## src/rtl/sid_host_reg_if.sv

```systemverilog
// ============================================================================
// Module  : sid_host_reg_if
// Purpose : Host write port for the SID register bank. It synchronises the
//           write strobe, decodes voice/address and holds all registers.
// Option  : SID_REG_READBACK_EN enables registered byte readback on uio.
// Rev     : 1.0
// ============================================================================
`default_nettype none

module sid_host_reg_if #(
  parameter int NUM_VOICES  = 3,
  parameter int SYNC_STAGES = 2
) (
  input  logic                    clk,
  input  logic                    rst_n,
  input  logic                    ena,
  input  logic [7:0]              ui_in,
  input  logic [7:0]              uio_in,
  output logic [7:0]              uio_out,
  output logic [7:0]              uio_oe,
  output logic [NUM_VOICES*16-1:0] freq_o,
  output logic [NUM_VOICES*12-1:0] pw_o,
  output logic [NUM_VOICES*4-1:0] attack_o,
  output logic [NUM_VOICES*4-1:0] decay_o,
  output logic [NUM_VOICES*4-1:0] sustain_o,
  output logic [NUM_VOICES*4-1:0] release_o,
  output logic [NUM_VOICES*8-1:0] wave_ctrl_o,
  output logic [10:0]             fc_o,
  output logic [3:0]              res_o,
  output logic [3:0]              filt_en_o,
  output logic [3:0]              mode_o,
  output logic [3:0]              vol_o,
  output logic                    wr_pulse_o,
  output logic [1:0]              wr_voice_o,
  output logic [2:0]              wr_addr_o
);

  localparam logic [1:0] C_FILTER_VOICE = 2'd3;

  logic [SYNC_STAGES-1:0] r_sync;
  logic                   r_hist;
  logic                   w_edge;
  logic [1:0]             w_voice;
  logic [2:0]             w_addr;
  logic                   w_unused;

  logic [15:0] r_freq    [NUM_VOICES];
  logic [11:0] r_pw      [NUM_VOICES];
  logic [3:0]  r_attack  [NUM_VOICES];
  logic [3:0]  r_decay   [NUM_VOICES];
  logic [3:0]  r_sustain [NUM_VOICES];
  logic [3:0]  r_release [NUM_VOICES];
  logic [7:0]  r_wave    [NUM_VOICES];
  logic [10:0] r_fc;
  logic [3:0]  r_res;
  logic [3:0]  r_filt_en;
  logic [3:0]  r_mode;
  logic [3:0]  r_vol;
  logic        r_wr_pulse;
  logic [1:0]  r_wr_voice;
  logic [2:0]  r_wr_addr;

  assign w_voice  = ui_in[4:3];
  assign w_addr   = ui_in[2:0];
  assign w_unused = &{1'b0, ui_in[6:5]};

  // Edge is qualified by ena at detection time; the history flop still
  // advances when ena is low, so a masked edge is consumed.
  assign w_edge = r_sync[SYNC_STAGES-1] & ~r_hist & ena;

  always_ff @(posedge clk) begin
    if (!rst_n) begin
      r_sync <= '0;
      r_hist <= 1'b0;
    end else begin
      r_sync <= {r_sync[SYNC_STAGES-2:0], ui_in[7]};
      r_hist <= r_sync[SYNC_STAGES-1];
    end
  end

  always_ff @(posedge clk) begin
    if (!rst_n) begin
      for (int v = 0; v < NUM_VOICES; v++) begin
        r_freq[v]    <= '0;
        r_pw[v]      <= '0;
        r_attack[v]  <= '0;
        r_decay[v]   <= '0;
        r_sustain[v] <= '0;
        r_release[v] <= '0;
        r_wave[v]    <= '0;
      end
      r_fc       <= '0;
      r_res      <= '0;
      r_filt_en  <= '0;
      r_mode     <= '0;
      r_vol      <= '0;
      r_wr_pulse <= 1'b0;
      r_wr_voice <= '0;
      r_wr_addr  <= '0;
    end else begin
      r_wr_pulse <= 1'b0;
      if (w_edge) begin
        r_wr_pulse <= 1'b1;
        r_wr_voice <= w_voice;
        r_wr_addr  <= w_addr;
        if (w_voice == C_FILTER_VOICE) begin
          case (w_addr)
            3'd0:    r_fc[2:0]  <= uio_in[2:0];
            3'd1:    r_fc[10:3] <= uio_in;
            3'd2:    {r_res, r_filt_en} <= uio_in;
            3'd3:    {r_mode, r_vol}    <= uio_in;
            default: ;
          endcase
        end else begin
          for (int v = 0; v < NUM_VOICES; v++) begin
            if (w_voice == 2'(v)) begin
              case (w_addr)
                3'd0:    r_freq[v][7:0]  <= uio_in;
                3'd1:    r_freq[v][15:8] <= uio_in;
                3'd2:    r_pw[v][7:0]    <= uio_in;
                3'd3:    r_pw[v][11:8]   <= uio_in[3:0];
                3'd4:    {r_decay[v], r_attack[v]}    <= uio_in;
                3'd5:    {r_release[v], r_sustain[v]} <= uio_in;
                3'd6:    r_wave[v] <= uio_in;
                default: ;
              endcase
            end
          end
        end
      end
    end
  end

  generate
    for (genvar gv = 0; gv < NUM_VOICES; gv++) begin : g_voice_out
      assign freq_o[gv*16 +: 16]     = r_freq[gv];
      assign pw_o[gv*12 +: 12]       = r_pw[gv];
      assign attack_o[gv*4 +: 4]     = r_attack[gv];
      assign decay_o[gv*4 +: 4]      = r_decay[gv];
      assign sustain_o[gv*4 +: 4]    = r_sustain[gv];
      assign release_o[gv*4 +: 4]    = r_release[gv];
      assign wave_ctrl_o[gv*8 +: 8]  = r_wave[gv];
    end
  endgenerate

  assign fc_o       = r_fc;
  assign res_o      = r_res;
  assign filt_en_o  = r_filt_en;
  assign mode_o     = r_mode;
  assign vol_o      = r_vol;
  assign wr_pulse_o = r_wr_pulse;
  assign wr_voice_o = r_wr_voice;
  assign wr_addr_o  = r_wr_addr;

`ifdef SID_REG_READBACK_EN
  logic [7:0] w_rd_byte;
  logic [7:0] r_rd_data;
  logic       r_rd_oe;

  // Readback mirrors the write packing; unused bits come back as zero.
  always_comb begin
    w_rd_byte = '0;
    if (w_voice == C_FILTER_VOICE) begin
      case (w_addr)
        3'd0:    w_rd_byte = {5'd0, r_fc[2:0]};
        3'd1:    w_rd_byte = r_fc[10:3];
        3'd2:    w_rd_byte = {r_res, r_filt_en};
        3'd3:    w_rd_byte = {r_mode, r_vol};
        default: w_rd_byte = '0;
      endcase
    end else begin
      for (int v = 0; v < NUM_VOICES; v++) begin
        if (w_voice == 2'(v)) begin
          case (w_addr)
            3'd0:    w_rd_byte = r_freq[v][7:0];
            3'd1:    w_rd_byte = r_freq[v][15:8];
            3'd2:    w_rd_byte = r_pw[v][7:0];
            3'd3:    w_rd_byte = {4'd0, r_pw[v][11:8]};
            3'd4:    w_rd_byte = {r_decay[v], r_attack[v]};
            3'd5:    w_rd_byte = {r_release[v], r_sustain[v]};
            3'd6:    w_rd_byte = r_wave[v];
            default: w_rd_byte = '0;
          endcase
        end
      end
    end
  end

  always_ff @(posedge clk) begin
    if (!rst_n) begin
      r_rd_data <= '0;
      r_rd_oe   <= 1'b0;
    end else begin
      r_rd_oe   <= ui_in[6];
      r_rd_data <= ui_in[6] ? w_rd_byte : 8'd0;
    end
  end

  assign uio_out = r_rd_data;
  assign uio_oe  = {8{r_rd_oe}};
`else
  assign uio_out = 8'd0;
  assign uio_oe  = 8'd0;
`endif

endmodule

`default_nettype wire

```

## config.mk

```make
export PLATFORM = sky130hd
export DESIGN_NAME = sid_host_reg_if
export DESIGN_NICKNAME = d
export VERILOG_FILES = /design/src/rtl/sid_host_reg_if.sv
export SDC_FILE = /design/constraint.sdc
export NUM_CORES = 1
export LEC_CHECK = 0
export CORE_UTILIZATION = 46
export DETAILED_ROUTE_END_ITERATION = 6
export HOLD_SLACK_MARGIN = 0.05
export PLACE_DENSITY = 0.77
export REMOVE_ABC_BUFFERS = 1
export SYNTH_ARGS = -nofsm -noshare
export SYNTH_HDL_FRONTEND = slang
export SYNTH_SLANG_ARGS = --single-unit
```

## constraint.sdc

```tcl
create_clock -name clk -period 2.6 [get_ports clk]
set_input_delay 0.52 -clock clk [delete_from_list [all_inputs] [get_ports clk]]
set_output_delay 0.52 -clock clk [all_outputs]
set_load 0.05 [all_outputs]
```

# Yosys cells after proc, flatten, opt, wreduce, memory -nomap -nowiden
# Memories as Yosys holds them, arrays and structs flattened.
# Index checks and enable logic that the tools add are counted.
[totals] ff_bits=84 word_cells=163 ram_bits=108 out_inout_bits=205 input_bits=19 mem_count=3
[memory_table] name="r_freq" depth=3 word_bits=16 read_ports=3 rd_ports_with_merged_regs=0 write_ports=3 line_no="47" text="logic [15:0] r_freq [NUM_VOICES];"
[memory_table] name="r_pw" depth=3 word_bits=12 read_ports=3 rd_ports_with_merged_regs=0 write_ports=3 line_no="48" text="logic [11:0] r_pw [NUM_VOICES];"
[memory_table] name="r_wave" depth=3 word_bits=8 read_ports=3 rd_ports_with_merged_regs=0 write_ports=3 line_no="53" text="logic [7:0] r_wave [NUM_VOICES];"
[op_classes] n_bitwise=19 n_eq_ne=9 muxes=97 n_reduce_logical=12
[op_table] cell="2-to-1 mux 8 bit" count=12
[op_table] cell="2-to-1 mux 1 bit" count=82
[op_table] cell="AND reduction 4 bit" count=6
[op_table] cell="bitwise OR 1 bit" count=15
[op_table] cell="2-to-1 mux 4 bit" count=3
[op_table] cell="AND reduction 3 bit" count=4
[op_table] cell="== test 3 bit, second input constant" count=3
[op_table] cell="== test 3 x 2 -> 1 bit, second input constant" count=2
[op_table] cell="== test 2 bit, second input constant" count=2
[op_table] cell="== test 3 x 1 -> 1 bit, second input constant" count=1
[op_table] cell="logical NOT 3 bit" count=1
[op_table] cell="AND 1 bit" count=2
[op_table] cell="== test 2 x 1 -> 1 bit, second input constant" count=1
[op_table] cell="logical NOT 2 bit" count=1
[op_table] cell="inverter 1 bit" count=2

# Longest topological paths before layout
[depth] word_depth=8 mapped_depth=6 ltp_nobuf=4

# Worst setup path after synthesis
# No wires, ideal clock.
[synth_path] path_type="input to register" startpoint="input port ui_in[2]" endpoint="memory r_wave[0][0] (enable)" path_slack_ns=0.355 required_time_ns=2.213 cell_stages=5 arrival_ns=1.858 setup_time_ns=0.387 n_path_buf=2 cell_sequence="buf_2 and4b_1 buf_2 nand2_1 o31ai_1"
[synth_lines] element="from (decl)" line_no="17" text="input logic [7:0] ui_in,"
[synth_lines] element="to (decl)" line_no="53"

==> flow_summary.toml <==
[outcome]
status = "complete, no violations"

[clock_tree]
path_clk_slew_ps = 70
cts_sinks = 192
cts_resized = 0
clock-root-buffer = "clkbuf_16"
cts.path.max_buffers = 2
cts_hold_buf = 0
cts_setup_buffers = 0
cts_inserted_buffers = 17
clk_latency_ps = 430
cts_max_level = 4
cts_tree = "yes"

[synth]
synth_edf_count = 108
synth.distinct_cells = 34
ys_warn_count = 0
syn_inst = 492
yosysMostFrequentCell = "edfxtp_1"
avgSynthCellArea_um2 = 14.1
synthesis.area_um2 = 6920
netlist_top_cells_area = "edfxtp_1 47%, dfxtp_1 24%, mux2i_1 11%, nand2_1 4.8%, and2_1 3.5%"
synthFlopType = "edfxtp_1"
synth_seq_cells = 192
synth_seq_area_share_pct = 71.2
netlist_top_cells_count = "108 x edfxtp_1, 88 x nand2_1, 84 x dfxtp_1"
synth_area_leader_cell = "edfxtp_1"
synthArstFlopShare_pct = 0
synth_top_area_share_pct = 46.9

[floorplanning]
rows = 44
dieWidth_um = 125
die_h_um = 125
die-area_um2 = 15500
pin_count = 224
coreArea_um2 = 14600
start_util_pct = 47.4

[sta]
setup_ws_ps = 424
worstMarginPinSlew_ps = 577
min_period_ps = 2180
finalSetupViolations = 0
setup_tns_ps = 0
fmax_mhz = 460
hold_slack_ps = 448
post-route-period-util_pct = 83.7
slew_violations = 0
rsz0062_at_grt = "false"
finalClockSkew_ps = 8.40
hold_violations = 0
slew_headroom_pct = 61.4

[final_layout]
fin_area_um2 = 9790
multiInputGateArea_um2 = 1830
nets = 735
seqCellArea_um2 = 4920
drive_above_1_share_pct = 8.92
insertedDiodeCount = 0
num-fill-cells = 1024
syn_to_final_growth_pct = 41.5

[drt]
postRouteWirelength_mm = 17.0
drt-wirelength-per-cell_um = 18.6
via_count = 4637
first_iter_violations = 322
vias_per_cell = 5.08
drtPass1Iterations = 5
drc = 0
antenna_left = 0

[critical_path]
required_ps = 2080
crit_path_max_fanout = 1
worst-path-buf-inv = 1
path_cells = "clkdlybuf4s50_1"
crit_arrival_ps = 1660
startpoint_type = "flop"
slowest_stage = "clkdlybuf4s50_1"
end_kind = "output pin"
cp_top_family = "buffers and inverters"
cpPeakStageDelay_ps = 820
critical_path_class = "reg2out"
r2r_start = "r_sync[1]"
startpoint = "r_freq[0][14]"

[pwr]
powerDensity_nw_per_um2 = 655
p_leak_uw = 0.00384
power_uw = 6420
ir_drop_mv = 0.440

[grt]
grtUsageMet2_pct = 36.4
met3_usage_pct = 7.35
grt_max_degree = 81
antenna_found_initial = 0
use_met1_pct = 27.9
overflow = 0
grt_pass1_wl_mm = 26.5
grt.busiest_layer = "met2"
first_global_vias = 4622
track_usage_pct = 22.8

[place]
dp_slack_ps = 128
hpwlAfterDp_mm = 11.9
io_buffers = 205
globalplace.congestion = 0.766
dpl_cell_area_um2 = 9230

[hold_path]
min_from = "r_sync[0]"
min_path_type = "reg2reg"

[run]
max_cap_viol_count = 0
## kinds of logic after synthesis
kind of cell           after synthesis  synth area share (%)
buffers and inverters               40                  3.24
other                                1                0.0542
AO/OA/AOI/OAI                       16                  1.23
AND/OR/NAND/NOR                    164                  12.9
flip-flops                         192                  71.2
multiplexers                        79                  11.4
## area by class of cell
cell class                 count  share of cell area [%]
sequential                   192                    50.3
timing repair buffer         229                    22.9
multi-input combinational    275                    18.7
clock buffer                  18                    4.38
tap                          184                    2.35
clock inverter                14                    1.35
inverter                       1                  0.0383
## routing by layer
layer / share of wire (%) / up-vias / wire, µm
li1: - / 2140 / -
met1: 41 / 2239 / 6990
met2: 48 / 223 / 8090
met3: 8.1 / 35 / 1370
met4: 3.2 / 0 / 535
met5: 0 / - / 0
## final timing paths
| check | slack (ps) | cells after the start | endpoint |
|---|---|---|---|
| worst max-delay path | 420 | 1 | freq_o[14] |
| worst min-delay path | 450 | 1 | r_sync[1] |
| worst max register to register | 890 | 5 | r_freq[2][13] |
| worst min register to register | 450 | 1 | r_sync[1] |
## stage by stage
stage | instances | util (%)
floorplan | 468 | -
global placement | 881 | 63.3
detailed placement | 881 | 63.3
CTS | 913 | 67.1
global route | 913 | 67.1
finish | 913 | 67.1
## cells in the final DEF (no fill, tap or decap), types with 2 or more instances in the layout
| cell | n |
|---|---|
| clkdlybuf4s50_1 | 204 |
| edfxtp_1 | 108 |
| nand2_1 | 88 |
| dfxtp_1 | 84 |
| mux2i_1 | 79 |
| and2_1 | 39 |
| buf_4 | 24 |
| clkbuf_16 | 17 |
| conb_1 | 16 |
| o21ai_0 | 13 |
| nor2b_1 | 8 |
| clkinvlp_4 | 6 |
| nand2b_1 | 4 |
| nand4b_1 | 4 |
| nand3_2 | 3 |
| inv_6 | 3 |
| and4_1 | 2 |
| nor2_1 | 2 |
| and4bb_2 | 2 |
| inv_8 | 2 |
## power breakdown
group	internal, µW	leakage (µW)	switching [µW]	total [µW]
clock network	1330	0.000257	1150	2480
logic	175	0.00181	469	644
registers	3270	0.00177	26.0	3290
total	4780	0.00384	1640	6420
## sequential cells by signal, indices dropped and copies added, names as in the netlist, 2 cells and up
register / flops
attack_o: 12
sustain_o: 12
wr_voice_o: 2
res_o: 4
vol_o: 4
r_sync: 2
r_wave: 24
release_o: 12
fc_o: 11
filt_en_o: 4
decay_o: 12
r_pw: 36
mode_o: 4
r_freq: 48
wr_addr_o: 3
Note: power is estimated with default switching activity, not from simulation.
